--- src/rtl/uart_tx_unpacker_pkg.sv ---
// uart_tx_unpacker shared definitions: widths, sel codes and sel decode.
// Writer and reader both use this so the word format has one definition.
package uart_tx_unpacker_pkg;

  localparam int ASYNC_FIFO_WIDTH = 51;
  localparam int VALUE_WIDTH      = 48;
  localparam int UART_DATA_WIDTH  = 8;
  localparam int CNT_WIDTH        = 16;

  localparam logic [2:0] SEL_PARL      = 3'd0;
  localparam logic [2:0] SEL_LONG_CONT = 3'd6;
  localparam logic [2:0] SEL_LONG_LAST = 3'd7;

  typedef enum logic [1:0] {
    IDLE  = 2'd0,
    FETCH = 2'd1,
    SEND  = 2'd2
  } state_t;

  function automatic logic [2:0] sel_count(input logic [2:0] sel);
    logic [2:0] n;
    n = sel;
    unique case (1'b1)
      (sel == SEL_PARL):      n = 3'd1;
      (sel == SEL_LONG_LAST): n = 3'd6;
      default:                n = sel;
    endcase
    return n;
  endfunction

  function automatic logic sel_ends(input logic [2:0] sel);
    return sel != SEL_LONG_CONT;
  endfunction

endpackage

--- src/rtl/uart_tx_unpacker.sv ---
// uart_tx_unpacker: pops 51-bit FIFO words and streams their valid
// payload bytes LSB-first over a valid/ready byte handshake.
module uart_tx_unpacker
  import uart_tx_unpacker_pkg::*;
(
  input  logic                        clk,
  input  logic                        rst_n,
  input  logic                        uart_en,
  input  logic                        fifo_empty,
  output logic                        fifo_rd_en,
  input  logic [ASYNC_FIFO_WIDTH-1:0] fifo_rd_data,
  output logic [UART_DATA_WIDTH-1:0]  tx_data,
  output logic                        tx_valid,
  input  logic                        tx_ready,
  output logic                        msg_end,
  output logic                        busy,
  output logic [CNT_WIDTH-1:0]        tx_byte_cnt
);

  state_t                 state;
  state_t                 state_nxt;
  logic [VALUE_WIDTH-1:0] shift;
  logic [2:0]             n;
  logic                   last;
  logic                   hs;
  logic [2:0]             sel;

  assign sel = fifo_rd_data[ASYNC_FIFO_WIDTH-1:VALUE_WIDTH];

  // State register.
  always_ff @(posedge clk or negedge rst_n) begin
    if (!rst_n) state <= IDLE;
    else        state <= state_nxt;
  end

  // Next state, pop strobe and byte-valid decode.
  always_comb begin
    state_nxt  = state;
    fifo_rd_en = 1'b0;
    tx_valid   = 1'b0;
    unique case (state)
      IDLE: begin
        if (rst_n && uart_en && !fifo_empty) begin
          fifo_rd_en = 1'b1;
          state_nxt  = FETCH;
        end
      end
      FETCH: state_nxt = SEND;
      SEND: begin
        tx_valid = 1'b1;
        if (tx_ready && n == 3'd1) state_nxt = IDLE;
      end
      default: state_nxt = IDLE;
    endcase
  end

  assign hs      = tx_valid && tx_ready;
  assign tx_data = tx_valid ? shift[UART_DATA_WIDTH-1:0] : '0;
  assign busy    = state != IDLE;

  // Word capture, byte shifting, message-end pulse and sent counter.
  always_ff @(posedge clk or negedge rst_n) begin
    if (!rst_n) begin
      shift       <= '0;
      n           <= 3'd0;
      last        <= 1'b0;
      msg_end     <= 1'b0;
      tx_byte_cnt <= '0;
    end else begin
      msg_end <= hs && n == 3'd1 && last;
      if (state == FETCH) begin
        shift <= fifo_rd_data[VALUE_WIDTH-1:0];
        n     <= sel_count(sel);
        last  <= sel_ends(sel);
      end else if (hs) begin
        shift       <= shift >> UART_DATA_WIDTH;
        n           <= n - 3'd1;
        tx_byte_cnt <= tx_byte_cnt + {{(CNT_WIDTH-1){1'b0}}, 1'b1};
      end
    end
  end

endmodule
--- config.mk ---
export PLATFORM = sky130hd
export DESIGN_NAME = uart_tx_unpacker
export DESIGN_NICKNAME = d
export VERILOG_FILES = /design/src/rtl/uart_tx_unpacker_pkg.sv /design/src/rtl/uart_tx_unpacker.sv
export SDC_FILE = /design/constraint.sdc
export NUM_CORES = 1
export LEC_CHECK = 0
export ABC_AREA = 1
export CAP_MARGIN = 5
export CELL_PAD_IN_SITES_DETAIL_PLACEMENT = 0
export CELL_PAD_IN_SITES_GLOBAL_PLACEMENT = 2
export CORE_ASPECT_RATIO = 1.1
export CORE_UTILIZATION = 26
export DETAILED_ROUTE_END_ITERATION = 7
export PLACE_DENSITY_LB_ADDON = 0.1
export SLEW_MARGIN = 20
export SYNTH_ARGS = -nofsm -noshare
export SYNTH_HDL_FRONTEND = slang
export SYNTH_SLANG_ARGS = --single-unit
--- constraint.sdc ---
create_clock -name clk -period 1.12 [get_ports clk]
set_input_delay 0.112 -clock clk [delete_from_list [all_inputs] [get_ports clk]]
set_output_delay 0.112 -clock clk [all_outputs]
set_load 0.01 [all_outputs]
==> results.toml, run 1 <==
[cells_and_area]
postLayoutCellArea_um2 = 5190
syn2layout_area_growth_pct = 59.5
drive_gt1_share_pct = 28.5
n_antenna_cell = 0
multi_input_area_um2 = 1330
nets = 546
final_cells = 646
seq_area_um2 = 1780
fillCellCount = 1236

[timing]
rsz0062_at_grt = "true"
fin_crit_sh_pct = 122
final_hold_viol_count = 0
clock_skew_ps = 5.60
slew_headroom_pct = 73.2
holdWs_ps = 167
tightest_slew_ps = 402
slew_violations = 0
fmax_ghz = 0.733
setup_slack_ps = -244
layout_min_cycle_time_ps = 1360
setup_viol = 80

[global_route]
grt_pass1_wl_mm = 14.9
grt_max_degree = 72
grt_overflow = 0
grt_pass1_vias = 2971
grt_usage_pct = 15.2
antenna_found_initial = 0

[yosys]
yosys_most_used_dff = "dfrtp_1"
syn_area_per_cell_um2 = 9.25
syn_nets = 411
syn_inst = 352
synth_top_family_by_area = "simple AND/OR/NAND/NOR gates"
synthXorXnorAreaFrac_pct = 2.96
synth.area.mux_share_pct = 0
synth_top_cell_by_area = "dfrtp_1"
synth-edff-count = 0
ys_seq_area_share_pct = 54.6
yosys.area_share.simple_pct = 16.7
synth_top_area_share_pct = 54.6
syn_area_um2 = 3260
synthArstFlopShare_pct = 100
synth.ff_latch_count = 71
synthTopCellsByArea = "dfrtp_1, o221ai_1, nand2_1"
synth_compound_area_share_pct = 13.8
yosysWarnings = 0
ys_types = 27
synthAdderAreaFrac_pct = 1.15

[drt]
routedLengthMet1_mm = 4.01
topRoutingLayerUsed = "met4"
wl_met3_um = 339
detail_route.wl_per_cell_um = 13.9
ant_nets = 0
dr_wl_met2_mm = 4.50
route.detailed.drc = 0
vias = 2835
first_iter_violations = 65
firstDrtPassIters = 4
wl_mm = 8.98
avgViaCountPerCell = 4.39

[placement]
place_congestion = 0.724
dp_hpwl_mm = 5.94
portBuffers = 83
dp.cells = 608
placed_area_um2 = 4560
place_ws_ps = -343

[floorplanning]
die-area_um2 = 13000
core-area_um2 = 12100
start_util_pct = 26.8
io_pins = 84
fp.dieW_um = 109
row_count = 42
die_height_um = 119

[setup_path]
critPathLaunchType = "register"
crit_type = "register to primary output"
cp_data_required_time_ps = 1010
crit_path_max_fanout = 8
endpoint_kind = "primary output"
arrival_ps = 1250

[clock_tree]
numCtsBuffers = 9
clkLatencyLatePin_ps = 330
path_clk_slew_ps = 50
clockRootBuffer = "clkbuf_16"
h-tree-depth = 3
clockBufferDepth = 2
cts_tree = "built"
clock-sinks = 71

[outcome]
status = "finished with violations"
violations = "setup timing"

[pwr]
ir_drop_mv = 0.784
leakage_nw = 2.32
p_per_area_nw_per_um2 = 2040

[min_path]
holdCritPathClass = "input pin to register"

[flow_run]
drv_cap = 0
[cell type report]
type,instances,area share [%]
Clock buffer,13,4.82
Sequential cell,71,34.3
Multi-Input combinational cell,198,25.7
Tap cell,154,3.71
Timing Repair Buffer,139,25.9
Inverter,68,5.20
Clock inverter,3,0.361
[registers in the layout, summed over array words and instances, names as in the netlist]
name,cells
last,1
msg_end,1
tx_byte_cnt,16
shift,48
state,2
n,3
[final timing paths]
check	cells after the start	slack [ps]	startpoint	to
min reg2reg	2	530	tx_byte_cnt[15]	tx_byte_cnt[15]
max reg2reg	6	-230	state[0]	shift[23]
min in group asynchronous	3	400	rst_n	n[2]
max	5	-240	state[0]	tx_data[5]
max in group asynchronous	3	380	rst_n	tx_byte_cnt[3]
min	4	170	rst_n	state[0]
[where the power goes]
part	internal (W)	leakage [nW]	switching, W	total, W
clock network	0.00156	0.134	0.00105	0.00261
registers	0.00352	0.920	0.000364	0.00388
logic	0.00200	1.27	0.00209	0.00409
[cell families after synthesis]
logic type	after synthesis
AO/OA/AOI/OAI	58
XOR/XNOR	11
buffers and inverters	83
adder cells (fa/ha/maj)	3
AND/OR/NAND/NOR	126
flip-flops	71
[Yosys cell counts, types with 3 or more instances]
library cell and count:
buf_2 6, buf_4 3, buf_6 3, clkbuf_1 3, dfrtp_1 71, ha_1 3
inv_1 65, inv_2 3, nand2_1 84, nand3_1 7, nor2_1 21, nor3_1 3
o21ai_0 13, o221ai_1 41, xnor2_1 8, xor2_1 3
[placed cells by master, fill, tap and decap left out, drive strengths merged]
cell / netlist / final
a41oi: 1 / 1
o21ai: 13 / 13
nand2: 86 / 86
nor3: 3 / 3
clkdlybuf4s50: 0 / 54
buf: 12 / 73
o221ai: 41 / 41
inv: 68 / 67
nand3b: 1 / 1
dfrtp: 71 / 71
dlygate4sd2: 0 / 2
ha: 3 / 3
nand3: 8 / 8
xnor2: 8 / 8
clkbuf: 3 / 16
and3: 1 / 1
clkinv: 0 / 4
xor2: 3 / 3
a21oi: 2 / 2
o211ai: 1 / 1
nor2: 23 / 23
clkdlybuf4s15: 0 / 6
dlygate4sd3: 0 / 1
nor3b: 2 / 2
nand4: 2 / 2
[stage by stage]
stage	power, W	util (%)	setup TNS (ps)
after floorplan	0.00584	-	-457
after global placement	0.00743	37.6	-22690
after detailed placement	0.00747	37.6	-22010
after CTS	0.0104	41.7	-14390
after global routing	0.0113	42.8	-19200
final	0.0106	42.8	-14660
[worst max-delay path, cell delays in order (launching register included)]
cell,delay (ps)
dfrtp_1,390
inv_2,90
nand2_2,80
buf_6,150
nor2_1,80
buf_2,130
[metal layers]
layer  track usage (%)  vias to the layer above
li1                  -                     1418
met1              19.2                     1351
met2              25.2                       56
met3              2.90                       10
met4              6.33                        0
met5                 0                        -
[repair_timing]
action	4_1_cts	5_1_grt
endpoints found under the setup margin	96	91
hold endpoints to repair	71	0
buffers inserted	18	6
cloned	2	0
resized for setup	114	43
pin swaps	7	10
hold buffers	1	0
(Power assumes the default switching activity.)
==> run 2: changes to the inputs <==
--- a/config.mk
+++ b/config.mk
@@ -10,8 +10,9 @@
 export CELL_PAD_IN_SITES_DETAIL_PLACEMENT = 0
 export CELL_PAD_IN_SITES_GLOBAL_PLACEMENT = 2
 export CORE_ASPECT_RATIO = 1.1
-export CORE_UTILIZATION = 26
+export CORE_UTILIZATION = 29
 export DETAILED_ROUTE_END_ITERATION = 7
+export GPL_ROUTABILITY_DRIVEN = 0
 export PLACE_DENSITY_LB_ADDON = 0.1
 export SLEW_MARGIN = 20
 export SYNTH_ARGS = -nofsm -noshare
==> constraint.sdc (replaced) <==
create_clock -name clk -period 1.3 [get_ports clk]
set_input_delay 0.13 -clock clk [delete_from_list [all_inputs] [get_ports clk]]
set_output_delay 0.13 -clock clk [all_outputs]
set_load 0.01 [all_outputs]
==> results.toml, run 2 (same netlist as run 1, synthesis figures left out) <==
[outcome]
status = "finished with violations"
violations = "setup timing"

[setup_path]
critPathLaunchType = "register"
crit_type = "register to register"
endpoint_kind = "register"
arrival_ps = 1700
crit_path_max_fanout = 5
cp_data_required_time_ps = 1550

[timing]
tightest_slew_ps = 934
setup_viol = 74
rsz0062_at_grt = "true"
fin_crit_sh_pct = 112
fmax_ghz = 0.690
clock_skew_ps = 5.25
setup_slack_ps = -150
layout_min_cycle_time_ps = 1450
slew_violations = 0
fin_setup_tns_ps = -5410
holdWs_ps = 33.2
slew_headroom_pct = 37.7
final_hold_viol_count = 0

[floorplanning]
start_util_pct = 29.9
core-area_um2 = 10900
die_height_um = 113
row_count = 40
die-area_um2 = 11700
fp.dieW_um = 103
io_pins = 84

[cells_and_area]
largest_reg_flops = 48
drive_gt1_share_pct = 34.1
fillCellCount = 1058
nets = 546
syn2layout_area_growth_pct = 71.7
regMostFlops = "shift"
final_cells = 639
seq_area_um2 = 1780
reg_top3 = "shift x48, tx_byte_cnt x16, n x3"
multi_input_area_um2 = 1590
mostFrequentLayoutCell = "nand2_1"
postLayoutCellArea_um2 = 5590
final_cell_mix = "nand2_1, dfrtp_1, inv_1, clkdlybuf4s50_1, o221ai_2"
n_antenna_cell = 0

[drt]
route.detailed.drc = 0
detail_route.wl_per_cell_um = 14.4
wl_mm = 9.21
firstDrtPassIters = 4
vias = 2857
avgViaCountPerCell = 4.47
ant_nets = 0
first_iter_violations = 60

[min_path]
holdCritPathClass = "input pin to asynchronous set/reset pin"

[global_route]
grt_usage_pct = 16.0
grt_pass1_vias = 2939
antenna_found_initial = 0
grt_overflow = 0
grt_max_degree = 72
grt_pass1_wl_mm = 13.9

[placement]
placed_area_um2 = 4450
place_ws_ps = -220
dp_hpwl_mm = 5.66
portBuffers = 83
dp.cells = 596

[clock_tree]
cts_hold_buf = 0
cts_tree = "built"
h-tree-depth = 3
path_clk_slew_ps = 60
clock-sinks = 71
clockRootBuffer = "clkbuf_16"
clkLatencyLatePin_ps = 330
numCtsBuffers = 9
clockBufferDepth = 2

[pwr]
p_per_area_nw_per_um2 = 1850
leakage_nw = 2.45
ir_drop_mv = 0.691

[flow_run]
drv_cap = 0
[run 2: cell types whose count changed in the layout (fill, tap and decap cells not counted), moves of 5 or more]
cell             change
o221ai_1            -29
o221ai_2            +29
dlygate4sd2_1       +14
buf_2               -10
nand2_2              -8
o21ai_2              +8
nand2_1              +7
nor2_1               -7
o21ai_0              -7
clkbuf_16            +6
clkdlybuf4s15_1      -5
nor2_4               +5
[run 2: report_power, final]
part	switching [W]	internal, W
Combinational	0.00228	0.00222
Clock	0.000954	0.00159
Sequential	0.000281	0.00302
Total	0.00351	0.00683
[run 2: worst max-delay path, stage by stage, from the launching register on]
cell      delay (ps)
dfrtp_1          350
inv_2             50
buf_6            110
buf_6            100
nand3_4          100
buf_6            160
nand2_8           90
buf_6            140
buf_6            100
o211ai_1         160
[run 2: path summary, 6_finish.rpt]
| path | from | end | slack (ps) | cells after the start |
|---|---|---|---|---|
| setup / recovery | state[0] | n[0] | -150 | 9 |
| hold / removal | rst_n | n[1] | 30 | 2 |
| setup reg to reg | state[0] | n[0] | -150 | 9 |
| hold reg to reg | tx_byte_cnt[15] | tx_byte_cnt[15] | 500 | 2 |
| max in group asynchronous | rst_n | tx_byte_cnt[12] | 590 | 2 |
| min in group clk | rst_n | state[0] | 200 | 4 |
[run 2: timing repair]
action / CTS / global route
endpoints found under the setup margin: 39 / 79
pin swaps: 5 / 8
gates resized for setup: 92 / 98
cloned: 1 / 9
setup buffers: 10 / 7
[run 2: stage by stage]
stage / power, W / util, %
final: 0.0103 / 51.2
after global routing: 0.0110 / 51.2
after CTS: 0.00907 / 44.8
after detailed placement: 0.00635 / 40.8
after global placement: 0.00631 / 40.8
after floorplan: 0.00497 / -
[run 2: layout make-up]
class,count,area share (%)
Clock buffer,11,4.52
Inverter,68,4.83
Sequential cell,71,31.8
Clock inverter,5,1.01
Multi-Input combinational cell,199,28.4
Timing Repair Buffer,138,26.2
Tap cell,147,3.29
[run 2: routing by layer]
layer	GRT usage (%)	vias up	routed length (um)
met5	0	-	0
met4	8.17	0	167
met1	19.1	1364	4080
met2	27.6	52	4720
met3	2.59	11	241
li1	-	1430	-
